[config.mk]
export PLATFORM = sky130hd
export DESIGN_NAME = plic_target_ctrl
export DESIGN_NICKNAME = d
export VERILOG_FILES = /design/src/rtl/plic_pkg.sv /design/src/rtl/plic_priority_index.sv /design/src/rtl/plic_target_ctrl.sv
export SDC_FILE = /design/constraint.sdc
export NUM_CORES = 1
export LEC_CHECK = 0
export BUFFER_PORTS_ARGS = -buffer_cell sky130_fd_sc_hd__buf_2
export CORE_ASPECT_RATIO = 0.5
export CORE_MARGIN = 1.5
export CORE_UTILIZATION = 50
export DETAILED_ROUTE_END_ITERATION = 16
export PLACE_DENSITY = 0.81
export SETUP_SLACK_MARGIN = 0.15
export SLEW_MARGIN = 10
export SYNTH_ARGS = -nofsm -noshare
export SYNTH_HDL_FRONTEND = slang
export SYNTH_HIERARCHICAL = 1
export SYNTH_SLANG_ARGS = --single-unit
[constraint.sdc]
create_clock -name clk_i -period 7.9 [get_ports clk_i]
set_input_delay 0.395 -clock clk_i [delete_from_list [all_inputs] [get_ports clk_i]]
set_output_delay 0.395 -clock clk_i [all_outputs]
set_load 0.02 [all_outputs]
[src/rtl/plic_pkg.sv]
// Shared PLIC target definitions: controller states and the post-claim flush length.
package plic_pkg;

  typedef enum logic [0:0] {
    RUN   = 1'b0,
    FLUSH = 1'b1
  } plic_state_e;

  localparam int unsigned FLUSH_LEN  = 2;
  localparam logic [1:0]  FLUSH_LAST = 2'(FLUSH_LEN - 1);

endpackage

[src/rtl/plic_priority_index.sv]
// Recursive max-priority tree; on a tie the lower half (lower IDs) wins.
module plic_priority_index #(
  parameter int N  = 16,
  parameter int PW = 3,
  parameter int IW = 5
) (
  input  logic [N-1:0][PW-1:0] prio_i,
  input  logic [N-1:0][IW-1:0] idx_i,
  output logic [PW-1:0]        prio_o,
  output logic [IW-1:0]        idx_o
);

  generate
    if (N == 1) begin : g_leaf
      assign prio_o = prio_i[0];
      assign idx_o  = idx_i[0];
    end else begin : g_node
      localparam int LO = N / 2;
      localparam int HI = N - LO;

      logic [PW-1:0] lo_prio;
      logic [IW-1:0] lo_idx;
      logic [PW-1:0] hi_prio;
      logic [IW-1:0] hi_idx;

      plic_priority_index #(.N(LO), .PW(PW), .IW(IW)) u_lo (
        .prio_i (prio_i[LO-1:0]),
        .idx_i  (idx_i[LO-1:0]),
        .prio_o (lo_prio),
        .idx_o  (lo_idx)
      );

      plic_priority_index #(.N(HI), .PW(PW), .IW(IW)) u_hi (
        .prio_i (prio_i[N-1:LO]),
        .idx_i  (idx_i[N-1:LO]),
        .prio_o (hi_prio),
        .idx_o  (hi_idx)
      );

      // Pick the stronger half, preferring the lower-ID half on equality.
      always_comb begin
        if (lo_prio >= hi_prio) begin
          prio_o = lo_prio;
          idx_o  = lo_idx;
        end else begin
          prio_o = hi_prio;
          idx_o  = hi_idx;
        end
      end
    end
  endgenerate

endmodule

[src/rtl/plic_target_ctrl.sv]
// PLIC target: eligible-source search, threshold compare, claim/complete handshake.
module plic_target_ctrl
  import plic_pkg::*;
#(
  parameter int SOURCES       = 16,
  parameter int PRIORITIES    = 7,
  parameter int SOURCES_BITS  = 5,
  parameter int PRIORITY_BITS = 3
) (
  input  logic                                   clk_i,
  input  logic                                   rst_i,
  input  logic [SOURCES-1:0]                     pending_i,
  input  logic [SOURCES-1:0]                     enable_i,
  input  logic [SOURCES-1:0][PRIORITY_BITS-1:0]  priority_i,
  input  logic [PRIORITY_BITS-1:0]               threshold_i,
  input  logic                                   claim_i,
  input  logic                                   complete_i,
  input  logic [SOURCES_BITS-1:0]                complete_id_i,
  output logic                                   irq_o,
  output logic [SOURCES_BITS-1:0]                id_o,
  output logic [SOURCES-1:0]                     claim_o,
  output logic [SOURCES-1:0]                     complete_o
);

  plic_state_e                              state_q, state_d;
  logic [1:0]                               flush_cnt_q, flush_cnt_d;
  logic [PRIORITY_BITS-1:0]                 best_prio_q, best_prio_d;
  logic [SOURCES_BITS-1:0]                  best_id_q, best_id_d;
  logic [PRIORITY_BITS-1:0]                 threshold_q;
  logic                                     irq_q, irq_d;
  logic [SOURCES-1:0]                       claim_q, claim_d;
  logic [SOURCES-1:0]                       complete_q, complete_d;

  logic [SOURCES-1:0][PRIORITY_BITS-1:0]    prio_masked;
  logic [SOURCES-1:0][SOURCES_BITS-1:0]     src_idx;
  logic [PRIORITY_BITS-1:0]                 win_prio;
  logic [SOURCES_BITS-1:0]                  win_id;
  logic                                     above_thr;
  logic                                     grant;

  // Non-eligible sources compete with priority 0 so they can never win.
  always_comb begin
    for (int n = 0; n < SOURCES; n++) begin
      src_idx[n] = SOURCES_BITS'(n + 1);
      if (pending_i[n] && enable_i[n] && (priority_i[n] != '0)) begin
        prio_masked[n] = priority_i[n];
      end else begin
        prio_masked[n] = '0;
      end
    end
  end

  plic_priority_index #(.N(SOURCES), .PW(PRIORITY_BITS), .IW(SOURCES_BITS)) u_search (
    .prio_i (prio_masked),
    .idx_i  (src_idx),
    .prio_o (win_prio),
    .idx_o  (win_id)
  );

  // Registered search result; nothing eligible reports ID 0.
  always_comb begin
    best_prio_d = win_prio;
    if (win_prio == '0) begin
      best_id_d = '0;
    end else begin
      best_id_d = win_id;
    end
  end

  // A threshold at or beyond the top level masks everything.
  assign above_thr = (int'(threshold_q) < PRIORITIES) && (best_prio_q > threshold_q);
  assign grant     = claim_i && (state_q == RUN) && above_thr;

  // Claim read data is combinational and only valid during the strobe.
  always_comb begin
    if (grant) begin
      id_o = best_id_q;
    end else begin
      id_o = '0;
    end
  end

  // Claim freezes the target for a fixed flush window; claims inside it are ignored.
  always_comb begin
    state_d     = state_q;
    flush_cnt_d = flush_cnt_q;
    case (state_q)
      RUN: begin
        if (claim_i) begin
          state_d     = FLUSH;
          flush_cnt_d = 2'd0;
        end else begin
          flush_cnt_d = 2'd0;
        end
      end
      FLUSH: begin
        if (flush_cnt_q == FLUSH_LAST) begin
          state_d     = RUN;
          flush_cnt_d = 2'd0;
        end else begin
          flush_cnt_d = flush_cnt_q + 2'd1;
        end
      end
      default: begin
        state_d     = RUN;
        flush_cnt_d = 2'd0;
      end
    endcase
  end

  // Interrupt and one-hot gateway pulses for the next cycle.
  always_comb begin
    irq_d      = (state_d == RUN) && above_thr;
    claim_d    = '0;
    complete_d = '0;
    for (int n = 0; n < SOURCES; n++) begin
      if (grant && (best_id_q == SOURCES_BITS'(n + 1))) begin
        claim_d[n] = 1'b1;
      end else begin
        claim_d[n] = 1'b0;
      end
      if (complete_i && enable_i[n] && (complete_id_i == SOURCES_BITS'(n + 1))) begin
        complete_d[n] = 1'b1;
      end else begin
        complete_d[n] = 1'b0;
      end
    end
  end

  // State register with synchronous reset.
  always_ff @(posedge clk_i) begin
    if (rst_i) begin
      state_q     <= RUN;
      flush_cnt_q <= 2'd0;
      best_prio_q <= '0;
      best_id_q   <= '0;
      threshold_q <= '0;
      irq_q       <= 1'b0;
      claim_q     <= '0;
      complete_q  <= '0;
    end else begin
      state_q     <= state_d;
      flush_cnt_q <= flush_cnt_d;
      best_prio_q <= best_prio_d;
      best_id_q   <= best_id_d;
      threshold_q <= threshold_i;
      irq_q       <= irq_d;
      claim_q     <= claim_d;
      complete_q  <= complete_d;
    end
  end

  assign irq_o      = irq_q;
  assign claim_o    = claim_q;
  assign complete_o = complete_q;

endmodule

==> tab_implementation.tex, run 1 <==
\begin{tabular}{lr}
\hline
Metric & Value \\
\hline
\multicolumn{2}{l}{\textbf{Timing}} \\
\quad Final Setup Violations & 0 \\
\quad Unrepaired setup endpoints after global routing & no \\
\quad Headroom to the max-slew limit & 37.4\% \\
\quad Post-layout min period & roughly 5400 ps \\
\quad Share of the clock period used by the worst path & 68.1\% \\
\quad Worst Tran Pin Value & between 900 and 1000 ps \\
\quad Fin. Hold Viols & 0 \\
\quad Final setup skew & 5.69 ps \\
\quad Timing-limited maximum frequency & approximately 190 MHz \\
\quad Total negative slack for setup checks & 0 ps \\
\quad Final-report max-slew violation count & 0 \\
\multicolumn{2}{l}{\textbf{Setup path}} \\
\quad Worst path slowest cell & sky130\_fd\_sc\_hd\_\_mux2\_2 \\
\quad Highest fanout seen on the critical path & 8 \\
\quad Critical Path AT & between 5000 and 6000 ps \\
\quad Kind of critical path & in -> reg \\
\quad Worst EP required & 8090 ps \\
\quad List of cells traversed by the critical path & buf\_2, and3\_1, inv\_1, ha\_1, nand2\_1, o21ai\_4, mux2\_2, ha\_1, nand2\_1, o21ai\_4, mux2\_2, ha\_1, nand2\_1, o21ai\_4, mux2\_2, ha\_1, nand2\_1, o21ai\_4, mux2\_2, nor3\_1, nor2\_1, and2\_1 \\
\quad Maximum single-stage delay on the critical path & about 420 ps \\
\quad Top Family by Delay on Critical Path & multiplexers \\
\quad Startpoint Class & input port \\
\quad CP endpoint kind & flip-flop \\
\quad Bufs and invs on worst path & 2 \\
\multicolumn{2}{l}{\textbf{Detailed routing}} \\
\quad DR vias/cell & 4.90 \\
\quad Overall routed net length & roughly 12000 µm \\
\quad Routed length per instance & $\sim$14 µm \\
\quad DRC violation count after routing & 0 \\
\quad First DRT Iteration DRCs & around 220 \\
\quad Total number of vias & between 4000 and 5000 \\
\quad First drt pass iteration count & 4 \\
\quad Antenna Nets Post-Route & 0 \\
\multicolumn{2}{l}{\textbf{Global routing}} \\
\quad Number of antenna violations at the first check in global routing & 0 \\
\quad Gr ovfl total & 0 \\
\quad Global-route wire length before repair & approximately 20000 µm \\
\quad Global-route total usage across every layer & between 20\% and 30\% \\
\quad Pin count of the biggest net entering global routing & 23 \\
\quad Number of global-route vias before repair & roughly 4300 \\
\multicolumn{2}{l}{\textbf{Yosys}} \\
\quad Synth Register Bits & 47 \\
\quad Summed instance area of the synthesized netlist & approximately 5700 µm² \\
\quad Synth Area in Compound Gates & roughly 7\% \\
\quad Share of cell area taken by muxes after synthesis & between 20\% and 30\% \\
\quad Number of warning messages in the yosys log & 6 \\
\quad Main combinational cell family by area after synthesis & multiplexers \\
\quad Share of synthesized area occupied by flip-flops and latches & around 17\% \\
\quad Simple-Gate Fraction of Synth Area & roughly 20\% \\
\quad Number of instances in the synthesized netlist & 608 \\
\quad Adder and majority gate portion of the synthesized area & a little over a tenth \\
\quad Xor and xnor area share after synthesis & 0\% \\
\quad Avg Synthesized Cell Area & 9.32 µm² \\
\quad Distinct cell type count after synthesis & 33 \\
\multicolumn{2}{l}{\textbf{Flow run}} \\
\quad Max Cap Viol & 0 \\
\multicolumn{2}{l}{\textbf{Layout}} \\
\quad Top library cells by usage in the layout, fill and taps aside & 129 x sky130\_fd\_sc\_hd\_\_buf\_2, 120 x sky130\_fd\_sc\_hd\_\_mux2\_2, 80 x sky130\_fd\_sc\_hd\_\_conb\_1 \\
\quad Area added between synthesis and finish & 4.88\% \\
\quad Fraction of the core area covered by cells at the end of the flow & 53.9\% \\
\quad Layout net count & 828 \\
\quad Most common library cell in the layout ignoring fill and taps & sky130\_fd\_sc\_hd\_\_buf\_2 \\
\quad Count of inserted antenna diode cells & 0 \\
\quad Final instance area & between 5000 and 6000 µm² \\
\quad Fraction of final layout cells with drive strength greater than 1 & $\sim$45\% \\
\multicolumn{2}{l}{\textbf{Clock network}} \\
\quad Sink count of the clock tree & between 40 and 50 \\
\quad H-tree Lvls & 2 \\
\quad CTS Buf Count & 5 \\
\quad CTS tree & built \\
\quad Hold-fix buffers at CTS & 0 \\
\quad Register clock-pin slew on the reported worst setup and hold paths & $\sim$70 ps \\
\quad Number of instances resized during post-cts repair & 0 \\
\quad Longest Clk Path Bufs & 2 \\
\quad Root buffer cell & sky130\_fd\_sc\_hd\_\_clkbuf\_16 \\
\quad Clk Latency, worst-skew pair & between 200 and 300 ps \\
\quad Post CTS Setup Buffer Count & 0 \\
\multicolumn{2}{l}{\textbf{Placement}} \\
\quad Routability congestion estimate from global placement & just over 0.8 \\
\quad Post-detailed-placement half-perimeter wirelength & just under 10000 µm \\
\quad Buffers added on ports & 129 \\
\quad Placed Area & a little under 6000 µm² \\
\multicolumn{2}{l}{\textbf{Run status}} \\
\quad Status & complete, no violations \\
\multicolumn{2}{l}{\textbf{Floorplan}} \\
\quad Floorplan row count & 27 \\
\quad Area enclosed by the die boundary & around 12000 µm² \\
\quad Vertical extent of the die & 78.3 µm \\
\quad Initial core utilization & around half \\
\quad Core region area & between 10000 and 15000 µm² \\
\quad I/O pin count & between 100 and 150 \\
\quad Die boundary width & between 150 and 200 µm \\
\multicolumn{2}{l}{\textbf{Power}} \\
\quad Leak Pwr & around 2.9 nW \\
\quad Largest voltage drop on the vdd net & roughly 0.000097 V \\
\quad Power density over cell area & approximately 170 nW/µm² \\
\multicolumn{2}{l}{\textbf{Hold path}} \\
\quad HP Class & in -> reg \\
\hline
\end{tabular}
-- sequential cells by signal, summed over array words and instances (netlist names) --
name and cells:
threshold_q 3, best_prio_q 3, flush_cnt_q 2, state_q 1, claim_o 16, irq_o 1
best_id_q 5, complete_o 16
-- worst paths after layout --
kind                  startpoint              to  slack (ps)  depth (start not counted)
setup / recovery     enable_i[1]    best_id_q[0]        2520                         22
hold / removal    threshold_i[2]  threshold_q[2]         310                          2
setup reg to reg  threshold_q[2]      claim_o[7]        6160                          5
hold reg to reg   flush_cnt_q[0]  flush_cnt_q[0]         430                          1
-- report_power, final --
group,total [mW],internal [mW],switching [mW]
combinational,0.468,0.233,0.235
sequential,0.268,0.253,0.0155
clock,0.247,0.151,0.0969
-- Yosys cell counts, drive strengths merged --
| cell type | n | area, µm² |
|---|---|---|
| buf | 133 | 1010 |
| mux2 | 120 | 1350 |
| and3 | 61 | 382 |
| inv | 50 | 188 |
| ha | 49 | 613 |
| dfxtp | 47 | 941 |
| nand2 | 27 | 101 |
| nor2b | 26 | 275 |
| a21oi | 16 | 136 |
| o21ai | 15 | 244 |
| nor4 | 13 | 87.6 |
| nor2 | 10 | 37.5 |
| nor3 | 9 | 45.0 |
| nor4b | 7 | 80.1 |
| and2 | 5 | 31.3 |
| nand3 | 5 | 25.0 |
| nand2b | 3 | 18.8 |
| clkbuf | 2 | 7.51 |
| conb | 2 | 7.51 |
| and3b | 1 | 8.76 |
| and4b | 1 | 10.0 |
| and4bb | 1 | 12.5 |
| nand3b | 1 | 7.51 |
| nor3b | 1 | 12.5 |
| o21a | 1 | 15.0 |
| or3b | 1 | 8.76 |
| or4b | 1 | 10.0 |
-- kinds of logic (layout without fill, tap and decap cells) --
family | count (synthesis) | in the layout
other | 2 | 80
AND/OR/NAND/NOR | 173 | 173
multiplexers | 120 | 120
AO/OA/AOI/OAI | 32 | 32
buffers and inverters | 185 | 187
flip-flops | 47 | 47
adder cells (fa/ha/maj) | 49 | 49
-- per-layer routing --
metal | vias to the layer above | part of all wire [%] | GRT usage [%]
li1 | 2060 | - | -
met1 | 1905 | 43 | 22.9
met2 | 99 | 51 | 39.0
met3 | 17 | 4.3 | 2.76
met4 | 0 | 1.9 | 6.12
met5 | - | 0 | 0
-- through the flow --
step | hold slack, ps | setup slack (ps) | instances | power (mW)
6_report | 313 | 2520 | 833 | 0.984
4_1_cts | 311 | 2570 | 833 | 0.981
2_1_floorplan | 398 | 2800 | 686 | 0.686
3_5_place_dp | 425 | 2320 | 825 | 0.731
3_3_place_gp | 407 | 2500 | 825 | 0.713
5_1_grt | 325 | 2200 | 833 | 1.05
-- area by class of cell --
class	instances	area [µm²]
multi-input cells	454	3810
well taps	145	181
clock inverters	3	46.3
inverters	50	188
fillers	972	5070
repair buffers	129	646
clock buffers	5	125
flip-flops and latches	47	941
Power figures use the tool's default switching activity.
==> inputs of run 2 (changes only) <==
--- a/config.mk
+++ b/config.mk
@@ -5,12 +5,13 @@
 export SDC_FILE = /design/constraint.sdc
 export NUM_CORES = 1
 export LEC_CHECK = 0
+export ABC_AREA = 1
 export BUFFER_PORTS_ARGS = -buffer_cell sky130_fd_sc_hd__buf_2
 export CORE_ASPECT_RATIO = 0.5
 export CORE_MARGIN = 1.5
 export CORE_UTILIZATION = 50
 export DETAILED_ROUTE_END_ITERATION = 16
-export PLACE_DENSITY = 0.81
+export PLACE_DENSITY = 0.8
 export SETUP_SLACK_MARGIN = 0.15
 export SLEW_MARGIN = 10
 export SYNTH_ARGS = -nofsm -noshare
==> constraint.sdc (replaced) <==
create_clock -name clk_i -period 5.48 [get_ports clk_i]
set_input_delay 0.274 -clock clk_i [delete_from_list [all_inputs] [get_ports clk_i]]
set_output_delay 0.274 -clock clk_i [all_outputs]
set_load 0.02 [all_outputs]
==> run 2 against run 1 <==
- die area increased by 7.8%
- cell area grew 8.5%
- setup slack got worse by 1700 ps
- synthesized area rose by 8.0%
- combinational power up 60%
- critical endpoint is now best_id_q[3]
- highest routed layer unchanged
==> tab_implementation.tex, run 2 <==
\begin{tabular}{lr}
\hline
Metric & Value \\
\hline
\multicolumn{2}{l}{\textbf{Run status}} \\
\quad Status & complete, no violations \\
\multicolumn{2}{l}{\textbf{Layout}} \\
\quad Final instance area & between 6000 and 7000 µm² \\
\quad Final non-filler cell total & 1243 \\
\quad Area added between synthesis and finish & 5.38\% \\
\quad Fraction of the core area covered by cells at the end of the flow & a little over half \\
\quad Top library cells by usage in the layout, fill and taps aside & 309 x sky130\_fd\_sc\_hd\_\_nand2\_1, 149 x sky130\_fd\_sc\_hd\_\_inv\_1, 130 x sky130\_fd\_sc\_hd\_\_nand3\_1 \\
\quad Fraction of final layout cells with drive strength greater than 1 & between 10\% and 20\% \\
\quad Layout net count & approximately 1200 \\
\quad Most common library cell in the layout ignoring fill and taps & sky130\_fd\_sc\_hd\_\_nand2\_1 \\
\multicolumn{2}{l}{\textbf{Global routing}} \\
\quad Gr ovfl total & 0 \\
\quad Number of antenna violations at the first check in global routing & 1 \\
\quad Global-route wire length before repair & $\sim$21000 µm \\
\quad Global-route total usage across every layer & about a fifth \\
\quad Pin count of the biggest net entering global routing & 19 \\
\quad Number of global-route vias before repair & 4707 \\
\multicolumn{2}{l}{\textbf{Clock network}} \\
\quad CTS tree & built \\
\quad Clk Latency, worst-skew pair & just under 300 ps \\
\quad Post CTS Setup Buffer Count & 0 \\
\quad Number of instances resized during post-cts repair & 0 \\
\quad H-tree Lvls & 2 \\
\quad Hold-fix buffers at CTS & 0 \\
\quad Register clock-pin slew on the reported worst setup and hold paths & approximately 70 ps \\
\quad Root buffer cell & sky130\_fd\_sc\_hd\_\_clkbuf\_16 \\
\quad Longest Clk Path Bufs & 2 \\
\quad CTS Buf Count & 5 \\
\quad Sink count of the clock tree & 47 \\
\multicolumn{2}{l}{\textbf{Yosys}} \\
\quad Share of synthesized area occupied by flip-flops and latches & between 10\% and 20\% \\
\quad Number of warning messages in the yosys log & 6 \\
\quad Cell with the most instances after synthesis & sky130\_fd\_sc\_hd\_\_nand2\_1 \\
\quad Most used flip-flop cell after synthesis & sky130\_fd\_sc\_hd\_\_dfxtp\_1 \\
\quad Commonest cells in the netlist & 309 x sky130\_fd\_sc\_hd\_\_nand2\_1, 149 x sky130\_fd\_sc\_hd\_\_inv\_1, 130 x sky130\_fd\_sc\_hd\_\_nand3\_1, 128 x sky130\_fd\_sc\_hd\_\_buf\_4, 100 x sky130\_fd\_sc\_hd\_\_nor2\_1 \\
\quad Top post-synthesis cells by area & sky130\_fd\_sc\_hd\_\_nand2\_1 19\%, sky130\_fd\_sc\_hd\_\_buf\_4 16\%, sky130\_fd\_sc\_hd\_\_dfxtp\_1 15\% \\
\quad Number of flops mapped to enable cells by yosys & 0 \\
\quad Avg Synthesized Cell Area & around 6.2 µm² \\
\quad Distinct cell type count after synthesis & 26 \\
\quad Share of the synthesized area in the top cell type & a little under a fifth \\
\quad Synth Register Bits & 47 \\
\quad Number of instances in the synthesized netlist & 991 \\
\quad Cell taking the most area after synthesis & sky130\_fd\_sc\_hd\_\_nand2\_1 \\
\quad Share of flip-flops with an asynchronous set or reset & 0\% \\
\quad Summed instance area of the synthesized netlist & approximately 6100 µm² \\
\multicolumn{2}{l}{\textbf{Timing}} \\
\quad Hold\_ws & between 150 and 200 ps \\
\quad Fin. Hold Viols & 0 \\
\quad Post-layout min period & around 4600 ps \\
\quad Final-report max-slew violation count & 0 \\
\quad Unrepaired setup endpoints after global routing & no \\
\quad Share of the clock period used by the worst path & a little over four fifths \\
\quad Total negative slack for setup checks & 0 ps \\
\quad Timing-limited maximum frequency & between 200 and 250 MHz \\
\quad Final Setup Violations & 0 \\
\quad Worst Slack Setup Final & about 850 ps \\
\quad Final setup skew & just under 8 ps \\
\multicolumn{2}{l}{\textbf{Detailed routing}} \\
\quad DRC violation count after routing & 0 \\
\quad Total number of vias & $\sim$5500 \\
\quad DR vias/cell & approximately 4.4 \\
\quad Antenna Nets Post-Route & 0 \\
\quad First DRT Iteration DRCs & approximately 320 \\
\quad Routed length per instance & just over 10 µm \\
\quad First drt pass iteration count & 6 \\
\quad Overall routed net length & $\sim$13000 µm \\
\multicolumn{2}{l}{\textbf{Placement}} \\
\quad Routability congestion estimate from global placement & 0.912 \\
\quad \# placed instances & around 1200 \\
\quad Post-Place Worst Slack & between 500 and 600 ps \\
\quad Post-detailed-placement half-perimeter wirelength & roughly 11000 µm \\
\quad Buffers added on ports & $\sim$130 \\
\quad Placed Area & 6290 µm² \\
\multicolumn{2}{l}{\textbf{Setup path}} \\
\quad Highest fanout seen on the critical path & 9 \\
\quad Kind of critical path & in -> reg \\
\quad Startpoint Class & input port \\
\quad Worst EP required & 5650 ps \\
\quad Critical Path AT & 4800 ps \\
\quad CP endpoint kind & flip-flop \\
\multicolumn{2}{l}{\textbf{Floorplan}} \\
\quad Die boundary width & about 160 µm \\
\quad I/O pin count & 130 \\
\quad Area enclosed by the die boundary & approximately 13000 µm² \\
\quad Core region area & $\sim$12000 µm² \\
\quad Floorplan row count & 28 \\
\quad Vertical extent of the die & 81.2 µm \\
\quad Initial core utilization & around half \\
\multicolumn{2}{l}{\textbf{Power}} \\
\quad Largest voltage drop on the vdd net & 0.000165 V \\
\quad Power density over cell area & 225 nW/µm² \\
\quad Leak Pwr & slightly below 4 nW \\
\quad Total chip power & roughly 1.5 mW \\
\multicolumn{2}{l}{\textbf{Flow run}} \\
\quad Max Cap Viol & 0 \\
\multicolumn{2}{l}{\textbf{Hold path}} \\
\quad HP Class & in -> reg \\
\hline
\end{tabular}
## run 2: kinds of logic (layout without fill, tap and decap cells)
kind of cell	Yosys count	count (layout)	share of synthesized area, %
other	2	81	0.123
AOI/OAI and AO/OA	18	18	4.27
and+or+nand+nor	592	592	44.8
adders and majority gates	49	49	10.0
DFF	47	47	15.4
buffers and inverters	283	291	25.4
## run 2: area by class of cell
cell class | count | area (µm²)
fill | 1175 | 5430
multi-input combinational | 739 | 3910
sequential | 47 | 941
timing repair buffer | 129 | 646
inverter | 154 | 583
tap | 165 | 206
clock buffer | 5 | 125
clock inverter | 3 | 28.8
antenna | 1 | 2.50
## run 2: where the power goes
group	internal [mW]	switching [mW]	leakage, nW
Combinational	0.249	0.499	3.50
Clock	0.176	0.154	0.0767
Sequential	0.361	0.0120	0.380
## run 2: critical path, cell delays in order
cell and delay, ps:
sky130_fd_sc_hd__buf_2 100, sky130_fd_sc_hd__nand2_1 110, sky130_fd_sc_hd__nor2_1 140, sky130_fd_sc_hd__inv_1 60, sky130_fd_sc_hd__ha_1 320, sky130_fd_sc_hd__a21oi_4 310, sky130_fd_sc_hd__nand2_4 120, sky130_fd_sc_hd__nand2_1 80
sky130_fd_sc_hd__nand2_1 70, sky130_fd_sc_hd__ha_1 350, sky130_fd_sc_hd__a21oi_4 300, sky130_fd_sc_hd__nand2_4 120, sky130_fd_sc_hd__nand2_1 70, sky130_fd_sc_hd__nand2_1 90, sky130_fd_sc_hd__ha_1 350, sky130_fd_sc_hd__a21oi_4 300
sky130_fd_sc_hd__nand3_1 110, sky130_fd_sc_hd__nand2_1 130, sky130_fd_sc_hd__inv_1 60, sky130_fd_sc_hd__ha_1 320, sky130_fd_sc_hd__a21oi_4 300, sky130_fd_sc_hd__nand2_4 110, sky130_fd_sc_hd__nand2_1 70, sky130_fd_sc_hd__nand2_1 50
sky130_fd_sc_hd__inv_1 40, sky130_fd_sc_hd__nor2_1 50, sky130_fd_sc_hd__nor3_2 310, sky130_fd_sc_hd__nor2_1 70
## run 2: path summary, 6_finish.rpt
path | slack [ps] | depth (start not counted) | from | to
max | 850 | 28 | enable_i[9] | best_id_q[3]
min | 180 | 3 | threshold_i[2] | threshold_q[2]
max reg2reg | 4110 | 7 | threshold_q[2] | claim_o[12]
min reg2reg | 450 | 1 | flush_cnt_q[0] | flush_cnt_q[0]
## run 2: metal layers
layer  global-route usage [%]  wire length (µm)  share of wire (%)  vias up
li1                         -                 -                  -     3019
met1                     25.5              6330                 50     2360
met2                     34.2              5840                 46       89
met3                     1.63               356                2.8       10
met4                     3.58               115               0.91        0
met5                        0                 0                  0        -
==> inputs of run 3 (changes only) <==
==> constraint.sdc (replaced) <==
create_clock -name clk_i -period 4.5 [get_ports clk_i]
set_input_delay 0.225 -clock clk_i [delete_from_list [all_inputs] [get_ports clk_i]]
set_output_delay 0.225 -clock clk_i [all_outputs]
set_load 0.02 [all_outputs]
==> run 3 against run 2 <==
- combinational power increased by 50%
- setup slack got worse by 470 ps
- cell area grew 11%
- critical endpoint is now best_id_q[2]
==> tab_implementation.tex, run 3 (synthesized netlist as in run 2, its figures left out) <==
\begin{tabular}{lr}
\hline
Metric & Value \\
\hline
\multicolumn{2}{l}{\textbf{Layout}} \\
\quad Area added between synthesis and finish & 17.2\% \\
\quad Most common library cell in the layout ignoring fill and taps & sky130\_fd\_sc\_hd\_\_nand2\_1 \\
\quad Final non-filler cell total & roughly 1300 \\
\quad Final instance area & about 7000 µm² \\
\quad Top library cells by usage in the layout, fill and taps aside & 291 x sky130\_fd\_sc\_hd\_\_nand2\_1, 145 x sky130\_fd\_sc\_hd\_\_inv\_1, 130 x sky130\_fd\_sc\_hd\_\_nand3\_1 \\
\quad Fraction of final layout cells with drive strength greater than 1 & roughly 28\% \\
\quad Layout net count & between 1000 and 1500 \\
\multicolumn{2}{l}{\textbf{Global routing}} \\
\quad Pin count of the biggest net entering global routing & 19 \\
\quad Gr ovfl total & 0 \\
\quad Number of antenna violations at the first check in global routing & 1 \\
\quad Global-route total usage across every layer & around 21\% \\
\quad Global-route wire length before repair & $\sim$22000 µm \\
\quad Number of global-route vias before repair & 5173 \\
\multicolumn{2}{l}{\textbf{Placement}} \\
\quad Post-Place Worst Slack & -147 ps \\
\quad Post-detailed-placement half-perimeter wirelength & 11100 µm \\
\quad \# placed instances & between 1000 and 1500 \\
\quad Buffers added on ports & between 100 and 150 \\
\quad Routability congestion estimate from global placement & about 0.89 \\
\quad Placed Area & around 6400 µm² \\
\multicolumn{2}{l}{\textbf{Setup path}} \\
\quad Worst path slowest cell & sky130\_fd\_sc\_hd\_\_ha\_4 \\
\quad Most prevalent standard cell on the critical path & sky130\_fd\_sc\_hd\_\_nand2\_1 \\
\quad Startpoint Class & input port \\
\quad Maximum single-stage delay on the critical path & roughly 290 ps \\
\quad Register-to-Register Setup Slack & 3100 ps \\
\quad CP endpoint kind & flip-flop \\
\quad Highest fanout seen on the critical path & 9 \\
\quad Critical Path AT & between 4000 and 5000 ps \\
\quad Worst EP required & 4730 ps \\
\quad Kind of critical path & in -> reg \\
\multicolumn{2}{l}{\textbf{Clock network}} \\
\quad Root buffer cell & sky130\_fd\_sc\_hd\_\_clkbuf\_16 \\
\quad CTS Buf Count & 5 \\
\quad Sink count of the clock tree & 47 \\
\quad CTS tree & built \\
\quad Longest Clk Path Bufs & 2 \\
\quad Clk Latency, worst-skew pair & 300 ps \\
\quad H-tree Lvls & 2 \\
\quad Register clock-pin slew on the reported worst setup and hold paths & about 70 ps \\
\multicolumn{2}{l}{\textbf{Floorplan}} \\
\quad Initial core utilization & roughly 50\% \\
\quad Area enclosed by the die boundary & 12900 µm² \\
\quad Vertical extent of the die & just over 80 µm \\
\quad I/O pin count & 130 \\
\quad Core region area & between 10000 and 15000 µm² \\
\quad Die boundary width & 159 µm \\
\quad Floorplan row count & 28 \\
\multicolumn{2}{l}{\textbf{Flow run}} \\
\quad Max Cap Viol & 0 \\
\multicolumn{2}{l}{\textbf{Timing}} \\
\quad Share of the clock period used by the worst path & about nine tenths \\
\quad Post-layout min period & $\sim$4100 ps \\
\quad Unrepaired setup endpoints after global routing & no \\
\quad Final Setup Violations & 0 \\
\quad Timing-limited maximum frequency & roughly 240 MHz \\
\quad Final setup skew & around 7 ps \\
\quad Fin. Hold Viols & 0 \\
\quad Total negative slack for setup checks & 0 ps \\
\quad Worst Slack Setup Final & about 380 ps \\
\quad Final-report max-slew violation count & 0 \\
\multicolumn{2}{l}{\textbf{Detailed routing}} \\
\quad Routed length per instance & about 11 µm \\
\quad First DRT Iteration DRCs & approximately 300 \\
\quad DR vias/cell & 4.54 \\
\quad Total number of vias & slightly below 6000 \\
\quad DRC violation count after routing & 0 \\
\quad Overall routed net length & 14500 µm \\
\quad First drt pass iteration count & 5 \\
\quad Antenna Nets Post-Route & 0 \\
\multicolumn{2}{l}{\textbf{Hold path}} \\
\quad HP Class & in -> reg \\
\multicolumn{2}{l}{\textbf{Run status}} \\
\quad Status & complete, no violations \\
\multicolumn{2}{l}{\textbf{Power}} \\
\quad Reg power frac & between 20\% and 30\% \\
\quad Switching power & 0.885 mW \\
\quad Switching Fraction & $\sim$45\% \\
\quad Proportion of power drawn by combinational gates & 56.6\% \\
\quad Leak Pwr & between 4 and 5 nW \\
\quad Power density over cell area & around 280 nW/µm² \\
\quad Clk network pwr share & 20.4\% \\
\quad Largest voltage drop on the vdd net & around 0.00018 V \\
\quad Int Power & between 1 and 1.5 mW \\
\hline
\end{tabular}
-- run 3: cell types whose count changed in the layout (fill, tap and decap cells not counted), moves of 15 or more --
cell and change:
sky130_fd_sc_hd__ha_4 +15, sky130_fd_sc_hd__nand2_2 +19, sky130_fd_sc_hd__ha_1 -15, sky130_fd_sc_hd__nand2_1 -18, sky130_fd_sc_hd__nor2_1 -25, sky130_fd_sc_hd__buf_4 +54, sky130_fd_sc_hd__nor2_2 +25
-- run 3: timing repair --
action                     in CTS  in global routing
cloned                          0                  1
hold buffers                    0                  0
pin swaps                       4                 29
setup endpoints to repair       1                  8
buffers inserted               10                 32
gates resized for setup         0                 64
-- run 3: stage by stage --
step / utilization, % / total power [mW] / hold WS, ps
3_5_place_dp: 53.8 / 1.39 / 416
3_3_place_gp: 53.8 / 1.37 / 409
2_1_floorplan: - / 1.25 / 332
6_report: 60.4 / 1.98 / 131
4_1_cts: 55.7 / 1.82 / 126
5_1_grt: 60.4 / 2.14 / 129
-- run 3: final timing paths --
| path | startpoint | endpoint | cells after the start |
|---|---|---|---|
| setup / recovery | enable_i[7] | best_id_q[2] | 37 |
| hold / removal | threshold_i[2] | threshold_q[2] | 3 |
| setup reg to reg | threshold_q[2] | claim_o[12] | 6 |
| hold reg to reg | flush_cnt_q[0] | flush_cnt_q[0] | 1 |
-- run 3: area by class of cell --
class                   count  area [µm²]
well taps                 165         206
clock inverters             3        28.8
multi-input cells         740        4220
repair buffers            184        1060
fillers                  1073        4710
clock buffers               5         125
flip-flops and latches     47         941
diodes                      1        2.50
inverters                 154         583
-- run 3: worst max-delay path, delay by kind of cell --
kind	cells	cell delay, ps
buffers and inverters	10	880
AO/OA/AOI/OAI	1	190
adder cells (fa/ha/maj)	4	1090
AND/OR/NAND/NOR	22	1940
-- run 3: routing by layer --
metal  vias up  GRT usage (%)  share of wire, %  wire [µm]
met5         -              0                 0          0
met4         0           4.72               1.2        178
met3        19           2.30               4.5        647
met2       140           38.1                49       7110
met1      2614           26.5                45       6600
li1       3127              -                 -          -
-- run 3: power groups by stage --
stage / Combinational (mW) / Clock [mW] / Sequential [mW]
6_report: 1.12 / 0.404 / 0.455
5_1_grt: 1.25 / 0.432 / 0.457
4_1_cts: 0.957 / 0.412 / 0.455
3_5_place_dp: 0.930 / 0 / 0.465
3_3_place_gp: 0.907 / 0 / 0.464
2_1_floorplan: 0.782 / 0 / 0.464
